## src/rtl/rr_word_arbiter_pkg.sv

```systemverilog
// Shared constants and index helper for the four-way round-robin word arbiter.
package rr_word_arbiter_pkg;

    localparam int NREQ  = 4;
    localparam int SEL_W = 2;

    // Advance a requester index by one, wrapping 3 -> 0.
    function automatic logic [SEL_W-1:0] next_idx(input logic [SEL_W-1:0] idx);
        return idx + SEL_W'(1);
    endfunction

endpackage

```

## src/rtl/rr_pick4.sv

```systemverilog
// Combinational round-robin picker: first active request scanning from ptr upward, modulo 4.
module rr_pick4
    import rr_word_arbiter_pkg::*;
(
    input  logic [NREQ-1:0]  req,
    input  logic [SEL_W-1:0] ptr,
    output logic [SEL_W-1:0] winner,
    output logic             any
);

    // Scan from the farthest offset back to ptr so the closest active request is the last to be taken.
    always_comb begin
        // NOTE: assign defaults before any conditional write so no path leaves an output unassigned (prevents latches).
        winner = ptr;
        any    = |req;
        for (int k = NREQ - 1; k >= 0; k--) begin
            if (req[ptr + SEL_W'(k)]) begin
                winner = ptr + SEL_W'(k);
            end
        end
    end

endmodule

```

## src/rtl/rr_word_arbiter4.sv

```systemverilog
// Round-robin arbiter sharing one word channel among four requesters, with a
// registered valid/ready output stage. Optional burst lock enabled by ARB_LOCK_EN.
module rr_word_arbiter4
    import rr_word_arbiter_pkg::*;
#(
    parameter int DATA_W = 32,
    parameter int NREQ   = 4
) (
    input  logic                   clk,
    input  logic                   rst,
    input  logic [NREQ-1:0]        req,
    input  logic [NREQ*DATA_W-1:0] data,
`ifdef ARB_LOCK_EN
    input  logic [NREQ-1:0]        lock,
`endif
    output logic [NREQ-1:0]        ack,
    output logic [SEL_W-1:0]       sel,
    output logic                   out_valid,
    input  logic                   out_ready,
    output logic [DATA_W-1:0]      out_data,
    output logic [SEL_W-1:0]       out_src
);

    logic [SEL_W-1:0]  r_ptr;
    logic              r_valid;
    logic [DATA_W-1:0] r_data;
    logic [SEL_W-1:0]  r_src;

    logic [SEL_W-1:0]  w_pick_winner;
    logic              w_any;
    logic              w_lock_hit;
    logic [SEL_W-1:0]  w_winner;
    logic              w_accept;
    logic              w_fire;
    logic [SEL_W-1:0]  w_next_ptr;

    rr_pick4 u_pick (
        .req    (req),
        .ptr    (r_ptr),
        .winner (w_pick_winner),
        .any    (w_any)
    );

`ifdef ARB_LOCK_EN
    // A locked holder of the output register keeps winning while it still requests.
    assign w_lock_hit = r_valid & lock[r_src] & req[r_src];
`else
    assign w_lock_hit = 1'b0;
`endif

    assign w_winner   = w_lock_hit ? r_src : w_pick_winner;
    assign w_next_ptr = w_lock_hit ? r_ptr : next_idx(w_winner);
    assign w_accept   = ~r_valid | out_ready;
    assign w_fire     = w_accept & w_any & ~rst;

    // Grant and mux select; select rests on ptr when nothing is granted and on 0 in reset.
    always_comb begin
        ack = '0;
        sel = rst ? '0 : r_ptr;
        if (w_fire) begin
            ack[w_winner] = 1'b1;
            sel           = w_winner;
        end
    end

    // Output register and round-robin pointer; holds everything while the consumer stalls.
    always_ff @(posedge clk) begin
        // NOTE: sequential state uses non-blocking assignments so every register samples pre-edge values.
        if (rst) begin
            // NOTE: the data register is reset too, because out_data is defined as 0 after reset.
            r_valid <= 1'b0;
            r_data  <= '0;
            r_src   <= '0;
            r_ptr   <= '0;
        end else if (w_accept) begin
            if (w_any) begin
                r_valid <= 1'b1;
                r_data  <= data[w_winner*DATA_W +: DATA_W];
                r_src   <= w_winner;
                r_ptr   <= w_next_ptr;
            end else begin
                r_valid <= 1'b0;
            end
        end
    end

    assign out_valid = r_valid;
    assign out_data  = r_data;
    assign out_src   = r_src;

endmodule

```

## config.mk

```make
export PLATFORM = sky130hd
export DESIGN_NAME = rr_word_arbiter4
export DESIGN_NICKNAME = d
export VERILOG_FILES = /design/src/rtl/rr_word_arbiter_pkg.sv /design/src/rtl/rr_pick4.sv /design/src/rtl/rr_word_arbiter4.sv
export SDC_FILE = /design/constraint.sdc
export NUM_CORES = 1
export LEC_CHECK = 0
export CAP_MARGIN = 25
export CORE_ASPECT_RATIO = 1.75
export CORE_MARGIN = 2
export CORE_UTILIZATION = 33
export DETAILED_ROUTE_END_ITERATION = 12
export PLACE_DENSITY = 0.76
export SYNTH_ARGS = -nofsm -noshare
export SYNTH_HDL_FRONTEND = slang
export SYNTH_SLANG_ARGS = --single-unit
```

## constraint.sdc

```tcl
create_clock -name clk -period 2.25 [get_ports clk]
set_input_delay 0.45 -clock clk [delete_from_list [all_inputs] [get_ports clk]]
set_output_delay 0.45 -clock clk [all_outputs]
set_load 0.02 [all_outputs]
```

==> run metrics, run 1 <==
synth-to-layout area growth=89.4%; final setup fails=0; Initial Utilization=0.338; Core Region=7460 um2; largest net degree at the start of global routing=41; Crit Reg-Reg Endpoint=out_data[31]$_SDFFE_PP0N_; worst hold slack=0.471 ns; hold depth=2; ANT nets after route=0; Die W=70.0 um; pwr dens=617 nW/um2; final hold viol count=0; Reg2Reg Setup Slack=0.22 ns; Hold WC Path Type=reg -> reg; yosys warns=0; crit path buf inv count=2; HP Start=out_src[1]$_SDFFE_PP0N_; CP cell instances=dlygate4sd2_1 > nor2b_1 > o21a_2 > or3_4 > nor2_4 > buf_6; reg2reg path depth=11; Routed wire per std cell=17.4 um; port buffer count=175; Gate Count Post-Synth=288; placed cell count=552; 1st-iter DRT viols=156; share of post-route cells with drive strength above 1=0.157; Post-Syn Area per Cell=8.75 um2; Syn Nets=423; Lkg Pwr=1.80 nW; placed wire-length estimate=7770 um; vias in the first global route=3,241; Critical Path End Type=output pin; worst-skew pair later-pin latency=0.28 ns; Crit path required time=1.80 ns; CTS tree=done; final worst path period need=2.22 ns; Worst Hold Path EP=out_src[1]$_SDFFE_PP0N_; Fin Clk Skew=0.00269 ns; commonest non-fill, non-tap cell in the layout=clkdlybuf4s50_1; Remaining DRCs=0; cell row count=42; Non-Filler Instances=565; Die ar.=8370 um2; via count=3,085; Cell variety after synth=33; CP delay by family, top=simple AND/OR/NAND/NOR gates; Seq/Total Area, Yosys=0.294; Slew Viols, Final=0; CTS clk-pin slew, worst paths=0.05 ns; most frequent cells in the layout=165 x clkdlybuf4s50_1, 41 x mux2i_1, 37 x buf_4, 36 x dfxtp_1, 29 x nand2_1; Ant. Diodes=0; hold_buf cts=0; CTS H-tree depth=2; clk sinks=37; status=finished, final reports clean; FF+latch count, synth=37; final WL=9860 um; crit path max fanout=4; CTS buffer count=5; first-pass GRT wire length=15,700 um; slowest CP cell=or3_4; Placer Congestion=0.852; initial antenna violation count=0; Worst slew margin=0.726; total grt overflow=0; drt pass-1 iters=4; Max VDD drop=0.000471 V; io pins=176; final period utilization=0.986; worst slew pin tran=0.411 ns; nets@finish=612; worst r2r src=r_ptr[1]$_SDFFE_PP0N_; Via density=5.46; Root Driver=clkbuf_16; Longest Clk Path Bufs=2; Critical Path Start Type=primary input; Max Clk Rate=451 MHz; all-layer global routing usage=0.235; Setup Crit Path Kind=in -> out; fill count=665; Post-Syn Area=2520 um2; Die Ht=120 um; crit-path max cell delay=0.44 ns; max_cap viols=0; CP arrival=1.77 ns
==> power breakdown <==
part           internal, mW  switching (mW)  leakage [nW]
clock                 0.435           0.259        0.0700
sequential            0.772          0.0624         0.307
combinational         0.756           0.661          1.43
==> layer usage <==
metal	share of wire	wire, um	global-route usage
met3	0.067	661	0.0546
met5	0	0	0
met2	0.56	5560	0.461
met1	0.34	3390	0.234
met4	0.024	240	0.0853
==> cell usage after synthesis <==
library cell / number / share of area
mux2i_1: 41 / 0.16
dfxtp_1: 37 / 0.29
nand2_1: 32 / 0.048
o21ai_0: 24 / 0.048
nor4b_1: 23 / 0.080
o211ai_1: 23 / 0.069
o31a_1: 23 / 0.080
clkbuf_1: 11 / 0.016
nand3b_1: 10 / 0.030
buf_2: 9 / 0.018
o221ai_1: 9 / 0.031
nor2_1: 8 / 0.012
a21oi_1: 5 / 0.0099
buf_6: 4 / 0.018
a211oi_1: 3 / 0.0089
buf_1: 3 / 0.0045
buf_4: 3 / 0.0089
nand2b_1: 3 / 0.0075
nor2b_1: 2 / 0.0050
or3_1: 2 / 0.0050
a21boi_1: 1 / 0.0030
a31oi_1: 1 / 0.0025
and2_1: 1 / 0.0025
nand2_2: 1 / 0.0025
nand2_4: 1 / 0.0045
nand3_1: 1 / 0.0020
nand4b_1: 1 / 0.0035
nor2_2: 1 / 0.0025
nor2_8: 1 / 0.0079
nor3_2: 1 / 0.0040
o21a_1: 1 / 0.0030
or4_1: 1 / 0.0030
xnor2_1: 1 / 0.0035
==> through the flow <==
step / area (um2) / setup slack [ns] / utilization / TNS, ns / power (mW)
floorplan: 2520 / 0.0577 / - / 0 / 1.54
global placement: 4510 / -0.691 / 0.605 / -12.24 / 2.19
detailed placement: 4510 / -0.713 / 0.605 / -13.81 / 2.22
CTS: 4710 / -0.00759 / 0.631 / -0.0103 / 2.95
global route: 4770 / -0.0116 / 0.639 / -0.0116 / 3.10
finish: 4770 / 0.0305 / 0.639 / 0 / 2.95
==> worst max-delay path by stage <==
stage          startpoint     end  cells past startpoint
2_1_floorplan      req[2]  sel[0]                      5
3_3_place_gp       req[2]  sel[0]                      6
3_5_place_dp       req[2]  ack[1]                      6
4_1_cts            req[2]  ack[3]                      6
5_1_grt            req[0]  ack[1]                      6
6_report           req[0]  ack[1]                      6
==> registers in the layout (all words and copies together), names as in the netlist <==
register	flops
out_data	32
out_src	2
r_ptr	2
out_valid	1
==> cell type report <==
cell class,instances,area (um2),area share
sequential,37,742,0.156
timing repair buffer,212,2060,0.432
tap,88,110,0.0231
clock buffer,7,143,0.0299
multi-input combinational,221,1720,0.360
==> worst reg2reg max path, cell delays in order (launching register included) <==
cell      delay, ns
dfxtp_1        0.34
buf_4          0.15
nand3b_1       0.10
nand4b_1       0.20
buf_4          0.20
buf_4          0.12
buf_4          0.13
a211oi_4       0.23
buf_12         0.16
buf_12         0.13
o21ai_0        0.11
o211ai_1       0.10
==> logic make-up after synthesis <==
group / share of synthesized area
flops: 0.294
mux: 0.163
buf+inv: 0.0656
xor+xnor: 0.00348
simple gates: 0.219
compound gates: 0.255
==> repair_timing <==
item / in CTS / in global routing
endpoints found under the setup margin: 26 / 26
gates resized for setup: 40 / 21
pin swaps: 4 / 9
buffers inserted: 4 / 2
Note: power is estimated with default switching activity, not from simulation.
==> run 2: changes to the inputs <==
--- a/config.mk
+++ b/config.mk
@@ -8,9 +8,8 @@
 export CAP_MARGIN = 25
 export CORE_ASPECT_RATIO = 1.75
 export CORE_MARGIN = 2
-export CORE_UTILIZATION = 33
+export CORE_UTILIZATION = 25
 export DETAILED_ROUTE_END_ITERATION = 12
-export PLACE_DENSITY = 0.76
 export SYNTH_ARGS = -nofsm -noshare
 export SYNTH_HDL_FRONTEND = slang
 export SYNTH_SLANG_ARGS = --single-unit
==> constraint.sdc (replaced) <==
create_clock -name clk -period 2.25 [get_ports clk]
set_input_delay 0.225 -clock clk [delete_from_list [all_inputs] [get_ports clk]]
set_output_delay 0.225 -clock clk [all_outputs]
set_load 0.02 [all_outputs]
==> run 2 against run 1 <==
Against the previous run: sequential power about the same; clock skew up 0.00064 ns; core utilization down 16 points; flip-flop and latch count unchanged; critical path depth unchanged; maximum frequency up 2.0%; final cell count up 5.7%; non-clock buffer count down 5; total power down 1.1%; via count down 1.8%; global-route usage down 5.0 points; wire length up 4.0%.
==> run metrics, run 2 (synthesized netlist as in run 1, its figures left out) <==
Worst Hold Path EP=out_src[0]$_SDFFE_PP0N_ (was out_src[1]$_SDFFE_PP0N_); GR Util met3=0.0422 (was 0.0546); Ant. Diodes=0 (unchanged); Lkg Pwr=1.77 nW (was 1.80 nW); 1st-iter DRT viols=64 (was 156); internal power=1.93 mW (was 1.96 mW); Crit Reg-Reg Endpoint=out_data[29]$_SDFFE_PP0N_ (was out_data[31]$_SDFFE_PP0N_); Remaining DRCs=0 (unchanged); worst slew pin tran=0.502 ns (was 0.411 ns); nets@finish=607 (was 612); CTS clk-pin slew, worst paths=0.05 ns (about the same); Final Total Pwr=2.91 mW (was 2.95 mW); first-pass GRT wire length=15,600 um (was 15,700 um); Placer Congestion=0.755 (was 0.852); FF+latch area=741 um2 (was 742 um2); max FFs per register=32 (unchanged); Longest Clk Path Bufs=2 (unchanged); Die ar.=10,900 um2 (was 8370 um2); worst-skew pair later-pin latency=0.28 ns (about the same); setup repair bufs after CTS=0 (was 4); met1 GRT Util=0.185 (was 0.234); Max VDD drop=0.000375 V (was 0.000471 V); placed wire-length estimate=7880 um (was 7770 um); io pins=176 (unchanged); vias in the first global route=3,146 (was 3,241); Root Driver=clkbuf_16 (unchanged); CP arrival=1.95 ns (was 1.77 ns); clk sinks=37 (unchanged); busiest grt layer=met2 (unchanged); share of post-route cells with drive strength above 1=0.117 (was 0.157); met2 GRT Util=0.369 (was 0.461); Die W=79.9 um (was 70.0 um); switch share=0.338 (was 0.333); Max Clk Rate=460 MHz (was 451 MHz); Design Area, Final=4720 um2 (was 4770 um2); Clk pwr share=0.245 (was 0.235); max_cap viols=0 (unchanged); Hold WC Path Type=reg -> reg (unchanged); Critical Path Start Type=primary input (unchanged); Routed wire per std cell=17.2 um (was 17.4 um); Initial Utilization=0.256 (was 0.338); worst r2r src=r_ptr[0]$_SDFFE_PP0N_ (was r_ptr[1]$_SDFFE_PP0N_); port buffer count=175 (unchanged); pwr dens=617 nW/um2 (about the same); sequential group share of total power=0.287 (was 0.283); Worst slew margin=0.664 (was 0.726); final period utilization=0.967 (was 0.986); Reg2Reg Setup Slack=0.24 ns (was 0.22 ns); post-CTS sizing=14 (was 40); reg2reg path depth=7 (was 11); initial antenna violation count=0 (unchanged); Place WS=-0.333 ns (was -0.713 ns); total grt overflow=0 (unchanged); status=finished, final reports clean (unchanged); most frequent cells in the layout=167 x clkdlybuf4s50_1, 41 x mux2i_1, 37 x dfxtp_1, 31 x nand2_1, 29 x buf_4 (was 165 x clkdlybuf4s50_1, 41 x mux2i_1, 37 x buf_4, 36 x dfxtp_1, 29 x nand2_1); final hold viol count=0 (unchanged); drt pass-1 iters=4 (unchanged); final setup fails=0 (unchanged); CTS buffer count=5 (unchanged); multi-input logic area=1660 um2 (was 1720 um2); worst hold slack=0.467 ns (was 0.471 ns); CTS tree=done (unchanged); crit path max fanout=4 (unchanged); HP Start=out_src[0]$_SDFFE_PP0N_ (was out_src[1]$_SDFFE_PP0N_); Core Region=9850 um2 (was 7460 um2); DP Area=4570 um2 (was 4510 um2); Setup WS post-layout=0.0750 ns (was 0.0305 ns); Critical Path End Type=output pin (unchanged); hold_buf cts=0 (unchanged); via count=3,028 (was 3,085); cell row count=48 (was 42); Setup Crit Path Kind=in -> out (unchanged); Slew Viols, Final=0 (unchanged); CTS H-tree depth=2 (unchanged); ANT nets after route=0 (unchanged); final worst path period need=2.18 ns (was 2.22 ns); RSZ-0062 raised after global routing=yes; Comb power frac=0.468 (was 0.481); Switch Pwr=0.984 mW (was 0.982 mW); Via density=5.07 (was 5.46); final WL=10,300 um (was 9860 um); Fin Clk Skew=0.00333 ns (was 0.00269 ns); commonest non-fill, non-tap cell in the layout=clkdlybuf4s50_1 (unchanged); fill count=1,003 (was 665); synth-to-layout area growth=87.4% (was 89.4%); Die Ht=137 um (was 120 um); all-layer global routing usage=0.186 (was 0.235); hold depth=2 (unchanged); Crit path required time=2.03 ns (was 1.80 ns); largest net degree at the start of global routing=47 (was 41)
[run 2: power by group through the flow]
stage | clock network (mW) | registers (mW) | logic, mW
CTS | 0.739 | 0.838 | 1.38
global placement | 0 | 0.848 | 1.36
detailed placement | 0 | 0.852 | 1.37
finish | 0.714 | 0.837 | 1.36
floorplan | 0 | 0.976 | 0.565
global route | 0.764 | 0.852 | 1.46
[run 2: final cells by class]
cell class	count	share of cell area
well taps	125	0.0331
repair buffers	207	0.428
multi-input cells	221	0.352
flip-flops and latches	37	0.157
clock buffers	7	0.0302
[run 2: metal layers]
layer / vias up / share of wire
li1: 1466 / -
met1: 1420 / 0.35
met2: 131 / 0.56
met3: 11 / 0.075
met4: 0 / 0.016
met5: - / 0
[run 2: worst max-delay path, cell delays in order]
cell             delay, ns
clkdlybuf4s50_1       0.48
or4_4                 0.51
and2_1                0.22
nand2_1               0.12
a21oi_1               0.07
dlygate4sd2_1         0.32
[run 2: worst max path at each step]
stage | start | endpoint | slack (ns) | cells after the start
final | req[0] | sel[0] | 0.07 | 6
after CTS | req[2] | ack[1] | 0.008 | 6
after global placement | req[2] | ack[3] | -0.31 | 6
after global routing | req[0] | out_data[25]$_SDFFE_PP0N_ | -0.01 | 9
after detailed placement | req[3] | ack[1] | -0.33 | 6
after floorplan | r_ptr[0]$_SDFFE_PP0N_ | ack[1] | 0.46 | 6
[run 2: metrics by stage]
step                cells  setup TNS [ns]   util
floorplan             288               0      -
global placement      590           -4.84  0.464
detailed placement    590           -7.66  0.464
CTS                   597               0  0.479
global route          597         -0.0131  0.479
finish                597               0  0.479
==> run 3: changes to the inputs <==
--- a/config.mk
+++ b/config.mk
@@ -10,6 +10,7 @@
 export CORE_MARGIN = 2
 export CORE_UTILIZATION = 25
 export DETAILED_ROUTE_END_ITERATION = 12
+export SETUP_SLACK_MARGIN = 0.3
 export SYNTH_ARGS = -nofsm -noshare
 export SYNTH_HDL_FRONTEND = slang
 export SYNTH_SLANG_ARGS = --single-unit
==> run 3 against run 2 <==
Against the previous run: register-to-register slack improved by 0.25 ns; hold slack worse by 0.067 ns; global-route usage about the same; via count rose by 0.83%; total power is 1.9% higher; sequential share of layout area down 0.25 points; clock power hardly changed; flip-flop and latch count unchanged; setup slack better by 0.27 ns; core utilization rose by 1.1 points; highest routed layer unchanged.
==> run metrics, run 3 (synthesized netlist as in run 1, its figures left out) <==
status=finished, final reports clean (unchanged); multi-input logic area=1710 um2 (was 1660 um2); Worst Hold Path EP=out_valid$_SDFFE_PP0P_ (was out_src[0]$_SDFFE_PP0N_); cell row count=48 (unchanged); worst hold slack=0.400 ns (was 0.467 ns); placed cell count=590 (unchanged); worst slew pin tran=0.501 ns (was 0.502 ns); Max Clk Rate=526 MHz (was 460 MHz); RSZ-0062 raised after global routing=yes (unchanged); final period utilization=0.845 (was 0.967); FF+latch area=746 um2 (was 741 um2); Setup Crit Path Kind=reg -> out (was in -> out); worst r2r src=r_ptr[0]$_SDFFE_PP0N_ (unchanged); Fin Clk Skew=0.00312 ns (was 0.00333 ns); Non-Filler Instances=602 (was 597); largest net degree at the start of global routing=47 (unchanged); Remaining DRCs=0 (unchanged); Die W=79.9 um (unchanged); Critical Path Start Type=register (was primary input); Place WS=-0.333 ns (unchanged); Setup TNS Final=0 ns (unchanged); port buffer count=175 (unchanged); HP Start=req[1] (was out_src[0]$_SDFFE_PP0N_); Core Region=9850 um2 (unchanged); commonest non-fill, non-tap cell in the layout=clkdlybuf4s50_1 (unchanged); final WL=10,300 um (about the same); Reg2Reg Setup Slack=0.49 ns (was 0.24 ns); Design Area, Final=4830 um2 (was 4720 um2); max_cap viols=0 (unchanged); CTS buffer count=5 (unchanged); CTS H-tree depth=2 (unchanged); CTS clk-pin slew, worst paths=0.06 ns (was 0.05 ns); first-pass GRT wire length=15,600 um (about the same); Root Driver=clkbuf_16 (unchanged); synth-to-layout area growth=91.8% (was 87.4%); placed wire-length estimate=7880 um (unchanged); Via density=5.07 (about the same); Longest Clk Path Bufs=2 (unchanged); fill count=986 (was 1,003); Setup WS post-layout=0.348 ns (was 0.0750 ns); initial antenna violation count=0 (unchanged); vias in the first global route=3,159 (was 3,146); io pins=176 (unchanged); hold_buf cts=0 (unchanged); Crit path required time=2.03 ns (about the same); worst-skew pair later-pin latency=0.28 ns (about the same); Placer Congestion=0.755 (unchanged); drt pass-1 iters=4 (unchanged); final hold viol count=0 (unchanged); 1st-iter DRT viols=64 (unchanged); reg2reg path depth=8 (was 7); final setup fails=0 (unchanged); Hold WC Path Type=in -> reg (was reg -> reg); Routed wire per std cell=17.1 um (was 17.2 um); Crit Reg-Reg Endpoint=out_data[29]$_SDFFE_PP0N_ (unchanged); Lkg Pwr=1.82 nW (was 1.77 nW); Slew Viols, Final=0 (unchanged); nets@finish=612 (was 607); CP arrival=1.68 ns (was 1.95 ns); DP Area=4570 um2 (unchanged); crit path max fanout=6 (was 4); clk sinks=37 (unchanged); all-layer global routing usage=0.186 (about the same); Die Ht=137 um (unchanged); share of post-route cells with drive strength above 1=0.147 (was 0.117); via count=3,053 (was 3,028); hold depth=3 (was 2); Worst slew margin=0.666 (was 0.664); CTS tree=done (unchanged); Die ar.=10,900 um2 (unchanged); total grt overflow=0 (unchanged); max FFs per register=32 (unchanged); final worst path period need=1.90 ns (was 2.18 ns); Ant. Diodes=0 (unchanged); Max VDD drop=0.000393 V (was 0.000375 V); Critical Path End Type=output pin (unchanged); Initial Utilization=0.256 (unchanged); most frequent cells in the layout=165 x clkdlybuf4s50_1, 41 x mux2i_1, 35 x dfxtp_1, 31 x buf_4, 30 x nand2_1 (was 167 x clkdlybuf4s50_1, 41 x mux2i_1, 37 x dfxtp_1, 31 x nand2_1, 29 x buf_4); ANT nets after route=0 (unchanged); pwr dens=615 nW/um2 (was 617 nW/um2)
## run 3: cell count changes in the layout (fill, tap and decap cells not counted), moves of 2 or more
cell,delta
clkdlybuf4s50_1,-2
buf_6,+5
dfxtp_1,-2
or3_4,+2
nor2_4,+2
buf_4,+2
## run 3: worst max-delay path: stages (launching register included)
cell and delay, ns:
dfxtp_4 0.36, or3_4 0.36, nand4b_1 0.17, buf_4 0.15, nand3_4 0.09, nor2_4 0.14
buf_6 0.12
## run 3: stage by stage
step	power, mW	util
2_1_floorplan	1.54	-
3_3_place_gp	2.21	0.464
3_5_place_dp	2.22	0.464
4_1_cts	2.98	0.482
5_1_grt	3.13	0.490
6_report	2.97	0.490
## run 3: metal layers
| metal | up-vias | global-route usage | routed length [um] |
|---|---|---|---|
| li1 | 1477 | - | - |
| met1 | 1437 | 0.186 | 3640 |
| met2 | 128 | 0.369 | 5730 |
| met3 | 11 | 0.0422 | 749 |
| met4 | 0 | 0.0546 | 160 |
| met5 | - | 0 | 0 |
## run 3: cell type report
type,instances,area share
clock buffer,7,0.0295
multi-input combinational,221,0.354
sequential,37,0.154
tap,125,0.0324
timing repair buffer,212,0.430
## run 3: what timing repair did
item | CTS | global route
setup endpoints to repair | 38 | 28
gates resized for setup | 37 | 18
setup buffers | 3 | 2
pin swaps | 4 | 4
## run 3: report_power, final
| group | switching [mW] | internal (mW) | total, mW |
|---|---|---|---|
| clock | 0.279 | 0.436 | 0.715 |
| combinational | 0.658 | 0.758 | 1.42 |
| sequential | 0.0638 | 0.774 | 0.838 |
## run 3: worst max path at each step
| stage | depth (start not counted) | start | slack, ns | to |
|---|---|---|---|---|
| floorplan | 6 | r_ptr[0]$_SDFFE_PP0N_ | 0.46 | ack[1] |
| global placement | 6 | req[2] | -0.31 | ack[3] |
| detailed placement | 6 | req[3] | -0.33 | ack[1] |
| CTS | 6 | req[1] | 0.30 | ack[1] |
| global route | 6 | r_ptr[1]$_SDFFE_PP0N_ | 0.29 | ack[1] |
| finish | 6 | r_ptr[1]$_SDFFE_PP0N_ | 0.35 | ack[0] |
